### src/rtl/serial_out_sequencer.sv
// serial_out_sequencer: streams a DATA_WIDTH word MSB byte first through a byte-wide UART TX handshake.
// Define SERIAL_OUT_NEWLINE_EN to append a CR (0x0D) and LF (0x0A) after the data bytes.
module serial_out_sequencer #(
  parameter int DATA_WIDTH = 32
) (
  input  logic                  clk,
  input  logic                  reset,
  input  logic                  SerialOutEn,
  input  logic [DATA_WIDTH-1:0] Data,
  input  logic                  tx_done,
  output logic                  tx_start,
  output logic [7:0]            tx_byte,
  output logic                  Busy,
  output logic                  TX_flag
);
  localparam int NBYTES = DATA_WIDTH / 8;
  localparam int CW = $clog2(NBYTES + 2);
`ifdef SERIAL_OUT_NEWLINE_EN
  localparam logic [CW-1:0] LAST = CW'(NBYTES + 1);
`else
  localparam logic [CW-1:0] LAST = CW'(NBYTES - 1);
`endif
  localparam logic [CW-1:0] SHIFT_MAX = CW'(NBYTES - 1);
  typedef enum logic [2:0] {IDLE = 3'd0, SEND = 3'd1, WAIT = 3'd2, DONE = 3'd3} state_t;
  state_t                r_state;
  logic [DATA_WIDTH-1:0] r_shreg;
  logic [CW-1:0]         r_cnt;
  logic                  r_start;
  logic                  r_busy;
  logic                  r_flag;
  logic [7:0]            w_data_byte;
  assign w_data_byte = r_shreg[DATA_WIDTH-1 -: 8];
`ifdef SERIAL_OUT_NEWLINE_EN
  localparam logic [CW-1:0] NB_C = CW'(NBYTES);
  assign tx_byte = !r_busy ? 8'h00 : r_cnt < NB_C ? w_data_byte : r_cnt == NB_C ? 8'h0D : 8'h0A;
`else
  assign tx_byte = r_busy ? w_data_byte : 8'h00;
`endif
  assign tx_start = r_start;
  assign Busy     = r_busy;
  assign TX_flag  = r_flag;
  // Outputs are registered alongside the state they belong to, so they change with the state itself.
  always_ff @(posedge clk or negedge reset) begin
    if (!reset) begin
      r_state <= IDLE;
      r_shreg <= '0;
      r_cnt   <= '0;
      r_start <= 1'b0;
      r_busy  <= 1'b0;
      r_flag  <= 1'b0;
    end else begin
      r_start <= 1'b0;
      r_flag  <= 1'b0;
      case (r_state)
        IDLE: if (SerialOutEn) begin
          r_shreg <= Data;
          r_cnt   <= '0;
          r_state <= SEND;
          r_start <= 1'b1;
          r_busy  <= 1'b1;
        end
        SEND: r_state <= WAIT;
        WAIT: if (tx_done) begin
          if (r_cnt == LAST) begin
            r_state <= DONE;
            r_flag  <= 1'b1;
          end else begin
            r_cnt   <= r_cnt + 1'b1;
            if (r_cnt < SHIFT_MAX) r_shreg <= r_shreg << 8;
            r_state <= SEND;
            r_start <= 1'b1;
          end
        end
        DONE: begin
          r_state <= IDLE;
          r_busy  <= 1'b0;
        end
        default: begin
          r_state <= IDLE;
          r_busy  <= 1'b0;
        end
      endcase
    end
  end
endmodule

### config.mk
export PLATFORM = sky130hd
export DESIGN_NAME = serial_out_sequencer
export DESIGN_NICKNAME = d
export VERILOG_FILES = /design/src/rtl/serial_out_sequencer.sv
export SDC_FILE = /design/constraint.sdc
export NUM_CORES = 1
export LEC_CHECK = 0
export BUFFER_PORTS_ARGS = -buffer_cell sky130_fd_sc_hd__buf_2
export CORE_AREA = 2 2 68 70
export DETAILED_ROUTE_END_ITERATION = 16
export DIE_AREA = 0 0 70 72
export PLACE_DENSITY = 0.74
export SYNTH_ARGS = -nofsm -noshare
export SYNTH_HDL_FRONTEND = slang
export SYNTH_SLANG_ARGS = --single-unit
### constraint.sdc
create_clock -name clk -period 2.6 [get_ports clk]
set_clock_uncertainty 0.15 [all_clocks]
set_input_delay 0.39 -clock clk [delete_from_list [all_inputs] [get_ports clk]]
set_output_delay 0.39 -clock clk [all_outputs]
set_load 0.05 [all_outputs]
* Word-level counts from Yosys, hierarchy flattened
Index checks and enable logic that the tools add are counted.
** Storage, ports and cells
- Register bits after elaboration :: 41
- Input port bits :: 36
- Output and inout port bits :: 11
- Word-level logic and storage cells :: 46
** Cells by class
- Add/sub/neg operators :: 1
- Magnitude comparators :: 1
- Equality and inequality tests :: 7
- Multiplexer cells :: 23
- Bitwise operators :: 1
- Reductions and logical operators :: 7
** Operators with widths (count)
- $mux 32 :: 4
- $pmux 32 s2 :: 1
- $mux 3 :: 5
- $pmux 3 s3 :: 1
- $mux 8 :: 1
- $ne 2x2->1 const B :: 4
- $mux 1 :: 7
- $eq 3x2->1 const B :: 2
- $pmux 3 s2 :: 1
- $reduce_and 5->1 :: 1
- $pmux 1 s2 :: 2
- $reduce_and 2->1 :: 2
- $reduce_and 4->1 :: 1
- $add 3x1->3 const B :: 1
- $eq 3x1->1 const B :: 1
- $logic_not 3->1 :: 1
- $lt 3x2->1 const B :: 1
- $mux 2 :: 1
- $reduce_bool 2->1 :: 1
- $reduce_or 2->1 :: 1
- $not 1->1 :: 1

* Longest topological paths before layout
- Depth in word-level cells :: 5
- Gate-level depth with buffers :: 8
- Depth with buffers taken out :: 6

* Least setup slack after synthesis
OpenSTA, ideal clock, no wires.
- Path kind :: register to register
- Start point :: register r_state[0]
- End point :: register r_shreg[10]
- Setup time :: 0.125 ns
- Arrival :: 1.663 ns
- Data required time :: 2.325 ns
- Setup slack :: 0.662 ns
- Cell stages (with the launch flop) :: 7
- Buffers on the path :: 2
- Period minus slack after synthesis :: 1.938 ns
- Cell sequence :: dfrtp_1 inv_1 ha_1 buf_4 clkbuf_1 mux2_2 mux2_4
** Between the ends
- Word-level cells in the longest chain between the ends :: 3
- Elaborated cells between the ends (all ways) :: 9
- Classes of those cells :: eq/ne (5); mux (1); reduce/logical (3)
** Ends and longest elaborated chain
- from (decl) :: line 25 : state_t r_state;
- from (signal assigned) :: line 45 : r_state <= IDLE;
- from (signal assigned) :: line 58 : r_state <= SEND;
- from (signal assigned) :: line 62 : SEND: r_state <= WAIT;
- $eq 3x2->1 or $logic_not 3->1 (tied branches) :: line 54 : case (r_state)
- $ne 2x2->1 (no source line) or $reduce_bool 2->1 (tied branches)
- $reduce_and 5->1 (no source line)
- to (signal assigned) :: line 56 : r_shreg <= Data;
- to (signal assigned) :: line 69 : if (r_cnt < SHIFT_MAX) r_shreg <= r_shreg << 8;
- to (decl) :: line 26 : logic [DATA_WIDTH-1:0] r_shreg;
Parallel ways exist; a longest one is shown, timed or not.
A chain may end at the register's enable or synchronous reset.

* Final worst setup path
- Start point :: register r_state[0]
- End point :: register r_shreg[12]
Same word-level chain as after synthesis.

==> results.tsv <==
stage	metric	value	unit
run_status	run_status	complete, no violations	
grt	first_global_vias	1411	
synthesis	synthesis.instances	150	
timing	slew-limit-headroom	0.416	
critical_path	critPathArrivalTime	2.16	ns
timing	setup-violations-final	0	
critical_path	critical_path.endpoint	r_shreg[12]$_DFFE_PN0P_	
floorplan	rows	24	
critical_path	setup.worst_path.start_class	flop	
critical_path	critical_path_required	2.62	ns
critical_path	worstReg2RegEnd	r_shreg[12]$_DFFE_PN0P_	
synthesis	warning_count_from_the_yosys_run	0	
clocking	postCtsSetupRepairBufs	0	
critical_path	worst-path-stages	7	
timing	finalMaxSlewViolations	0	
drt	post_drt_via_cell_ratio	5.12	
drt	detailedRoute.firstPassIterationCount	4	
synthesis	netlist-cell-type-count	33	
drt	drt-met1-wl	1800	um
critical_path	cpLargestDelayFamily	simple AND/OR/NAND/NOR gates	
floorplan	die_x	70	um
grt	grt_first_pass_wirelength	6800	um
timing	final.min_clock_period	2.14	ns
cells_and_area	insertedDiodeCount	0	
synthesis	synth-seq-area-share	0.474	
pwr	ir_drop	0.527	mV
synthesis	netlist.area_leader.share	0.474	
grt	grt_use_total	0.175	
clocking	holdBufCountCts	0	
drt	routed_wire_length_per_instance	15.7	um
clocking	ctsRootBufferMaster	sky130_fd_sc_hd__clkbuf_8	
critical_path	start_of_the_worst_register_to_register_path	r_state[0]$_DFFE_PN0P_	
clocking	cts_inserted_buffers	5	
cells_and_area	layout.cells.non_filler	251	
clocking	h-tree-depth	2	
grt	number_of_antenna_violations_at_the_first_check_in_global_routing	0	
critical_path	worst_setup_path_startpoint	r_state[0]$_DFFE_PN0P_	
timing	rsz_0062_raised_after_global_routing	no	
floorplan	starting_density_of_the_core	0.495	
pwr	totalPowerFinal	3.33	mW
place	dp.final_hpwl	2860	um
clocking	ctsResizeCount	0	
critical_path	max_fanout_on_critical_path	25	
synthesis	synth_largest_area_cell	sky130_fd_sc_hd__dfrtp_1	
worst_hold_path	worst_hold_path_type	in -> async	
grt	pin_count_of_the_biggest_net_entering_global_routing	41	
critical_path	slowest_delay	0.38	ns
clocking	clk_latency	0.29	ns
clocking	cts_max_path_buffers	2	
drt	highest-signal-layer	met4	
critical_path	crit_path_cell_trace	inv_1 > ha_1 > nor2b_4 > nor2_4 > nand3_4 > buf_12 > mux2_2	
critical_path	critical_path_buf_inv_count	2	
drt	met3RoutedLength	211	um
job	maxCapViolCount	0	
floorplan	floorplan.core_area	0.00426	mm2
synthesis	syn-num-nets	192	
pwr	power_per_cell_area	1350	mW/mm2
place	routability_congestion_estimate	0.784	
timing	tns	0	ns
critical_path	timing.critical_path.to_type	flop	
clocking	cts_tree	done	
grt	grt.overflow.total	0	
synthesis	synth_ff_type	sky130_fd_sc_hd__dfrtp_1	
critical_path	worst_r2r_path_depth	7	
place	placed_cells	244	
drt	vias	1284	
synthesis	ys_async_sr_fraction	1.00	
cells_and_area	final_nets	241	
timing	finalCritPeriodShare	0.823	
timing	timing.fmax	0.467	GHz
drt	number_of_drc_markers_after_the_initial_detailed_route_iteration	63	
cells_and_area	syn2layout_area_growth	16.9	%
synthesis	synth_area	0.00211	mm2
synthesis	synth.ff_latch_count	40	
drt	final_antenna_net_count	0	
drt	met2_length	1870	um
synthesis	synth.avg_cell_area	14.1	um2
pwr	p_leak	1.22	nW
cells_and_area	drive_above_1_share	0.558	
timing	worst_slew_pin_slew	0.877	ns
drt	post-route-drc-count	0	
floorplan	io_pins	47	
critical_path	worst_case_register_to_register_setup_slack	0.46	ns
critical_path	cpMaxStageDelayCell	sky130_fd_sc_hd__dfrtp_1	
timing	report.final.hold_viol_count	0	
drt	totalWireLength	3930	um
floorplan	die_height	72	um
floorplan	floorplan_die_area	0.00504	mm2
place	dp_slack	0.464	ns
synthesis	post_synth_main_area_contributors	sky130_fd_sc_hd__dfrtp_1 47%, sky130_fd_sc_hd__mux2_4 16%, sky130_fd_sc_hd__mux2_2 14%	
synthesis	synth_enable_flop_cells	0	
clocking	worst_setup_hold_path_clk_slew	0.08	ns
timing	worst_slack	0.460	ns
place	port_buffers	46	
critical_path	worst-setup-path-type	reg -> reg	
clocking	clock_sinks	40	
timing	timing.hold.ws	0.0618	ns
-- flip-flops by register name (all words and copies together), names as in the netlist --
name / cells
Busy: 1
r_state: 2
TX_flag: 1
r_shreg: 32
tx_start: 1
r_cnt: 3
-- power breakdown --
group          total, mW  switching (mW)  internal [mW]
clock              0.379           0.197          0.182
sequential          1.11           0.179          0.928
combinational       1.84           0.871          0.967
total               3.33            1.25           2.08
-- cell type report --
cell class / instances / area (um2)
clock buffer: 6 / 72.6
clock inverter: 1 / 5.00
fill: 359 / 1800
inverter: 5 / 18.8
multi-input combinational: 98 / 1040
sequential: 40 / 1000
tap: 52 / 65.1
timing repair buffer: 49 / 265
-- synthesized netlist by cell type, types with 2 or more instances --
master / number
sky130_fd_sc_hd__nand3_1: 3
sky130_fd_sc_hd__mux2_4: 22
sky130_fd_sc_hd__dfrtp_1: 40
sky130_fd_sc_hd__o21ai_1: 3
sky130_fd_sc_hd__nand2_1: 3
sky130_fd_sc_hd__and2_1: 8
sky130_fd_sc_hd__buf_4: 2
sky130_fd_sc_hd__a22o_1: 8
sky130_fd_sc_hd__mux2_2: 26
sky130_fd_sc_hd__buf_2: 2
sky130_fd_sc_hd__ha_1: 6
sky130_fd_sc_hd__inv_1: 5
sky130_fd_sc_hd__buf_6: 2
-- layout by cell type, fill, tap and decap left out --
cell type / instances
sky130_fd_sc_hd__a211oi_2: 1
sky130_fd_sc_hd__a21o_1: 1
sky130_fd_sc_hd__a21oi_2: 1
sky130_fd_sc_hd__a22o_1: 8
sky130_fd_sc_hd__and2_1: 8
sky130_fd_sc_hd__and3_1: 1
sky130_fd_sc_hd__buf_12: 1
sky130_fd_sc_hd__buf_2: 46
sky130_fd_sc_hd__buf_4: 2
sky130_fd_sc_hd__clkbuf_1: 1
sky130_fd_sc_hd__clkbuf_8: 5
sky130_fd_sc_hd__clkinv_2: 1
sky130_fd_sc_hd__dfrtp_1: 40
sky130_fd_sc_hd__ha_1: 6
sky130_fd_sc_hd__inv_1: 5
sky130_fd_sc_hd__mux2_1: 1
sky130_fd_sc_hd__mux2_2: 26
sky130_fd_sc_hd__mux2_4: 22
sky130_fd_sc_hd__nand2_1: 3
sky130_fd_sc_hd__nand2b_1: 1
sky130_fd_sc_hd__nand3_1: 3
sky130_fd_sc_hd__nand3_4: 1
sky130_fd_sc_hd__nand3b_1: 1
sky130_fd_sc_hd__nor2_1: 1
sky130_fd_sc_hd__nor2_2: 1
sky130_fd_sc_hd__nor2_4: 1
sky130_fd_sc_hd__nor2b_1: 1
sky130_fd_sc_hd__nor2b_2: 1
sky130_fd_sc_hd__nor2b_4: 1
sky130_fd_sc_hd__nor4_4: 1
sky130_fd_sc_hd__o21ai_0: 1
sky130_fd_sc_hd__o21ai_1: 3
sky130_fd_sc_hd__o22a_1: 1
sky130_fd_sc_hd__o31ai_1: 1
sky130_fd_sc_hd__o32a_1: 1
-- cells by family after synthesis --
group / count (synthesis) / share of synthesized area
AOI/OAI and AO/OA: 18 / 0.0688
adders and majority gates: 6 / 0.0356
buffers and inverters: 12 / 0.0332
DFF: 40 / 0.474
muxes: 49 / 0.301
and+or+nand+nor: 25 / 0.0877
-- per-layer routing --
metal / vias to the layer above / GRT usage
li1: 636 / -
met1: 610 / 0.216
met2: 32 / 0.288
met3: 6 / 0.0597
met4: 0 / 0.0620
met5: - / 0
-- how the worst min path moves through the flow --
stage	cells after the start	slack (ns)	startpoint	endpoint
CTS	1	0.08	reset	r_shreg[28]$_DFFE_PN0P_
global route	1	0.14	reset	r_shreg[28]$_DFFE_PN0P_
detailed placement	1	0.34	r_shreg[11]$_DFFE_PN0P_	r_shreg[11]$_DFFE_PN0P_
floorplan	0	-0.06	reset	Busy$_DFFE_PN0P_
finish	1	0.06	reset	r_shreg[28]$_DFFE_PN0P_
global placement	1	0.33	r_shreg[11]$_DFFE_PN0P_	r_shreg[11]$_DFFE_PN0P_
-- per-stage QoR --
stage / utilization / cell area (um2)
finish: 0.579 / 2470
floorplan: - / 2110
detailed placement: 0.560 / 2390
global placement: 0.560 / 2390
CTS: 0.579 / 2470
global route: 0.579 / 2470
Note: power is estimated with default switching activity, not from simulation.
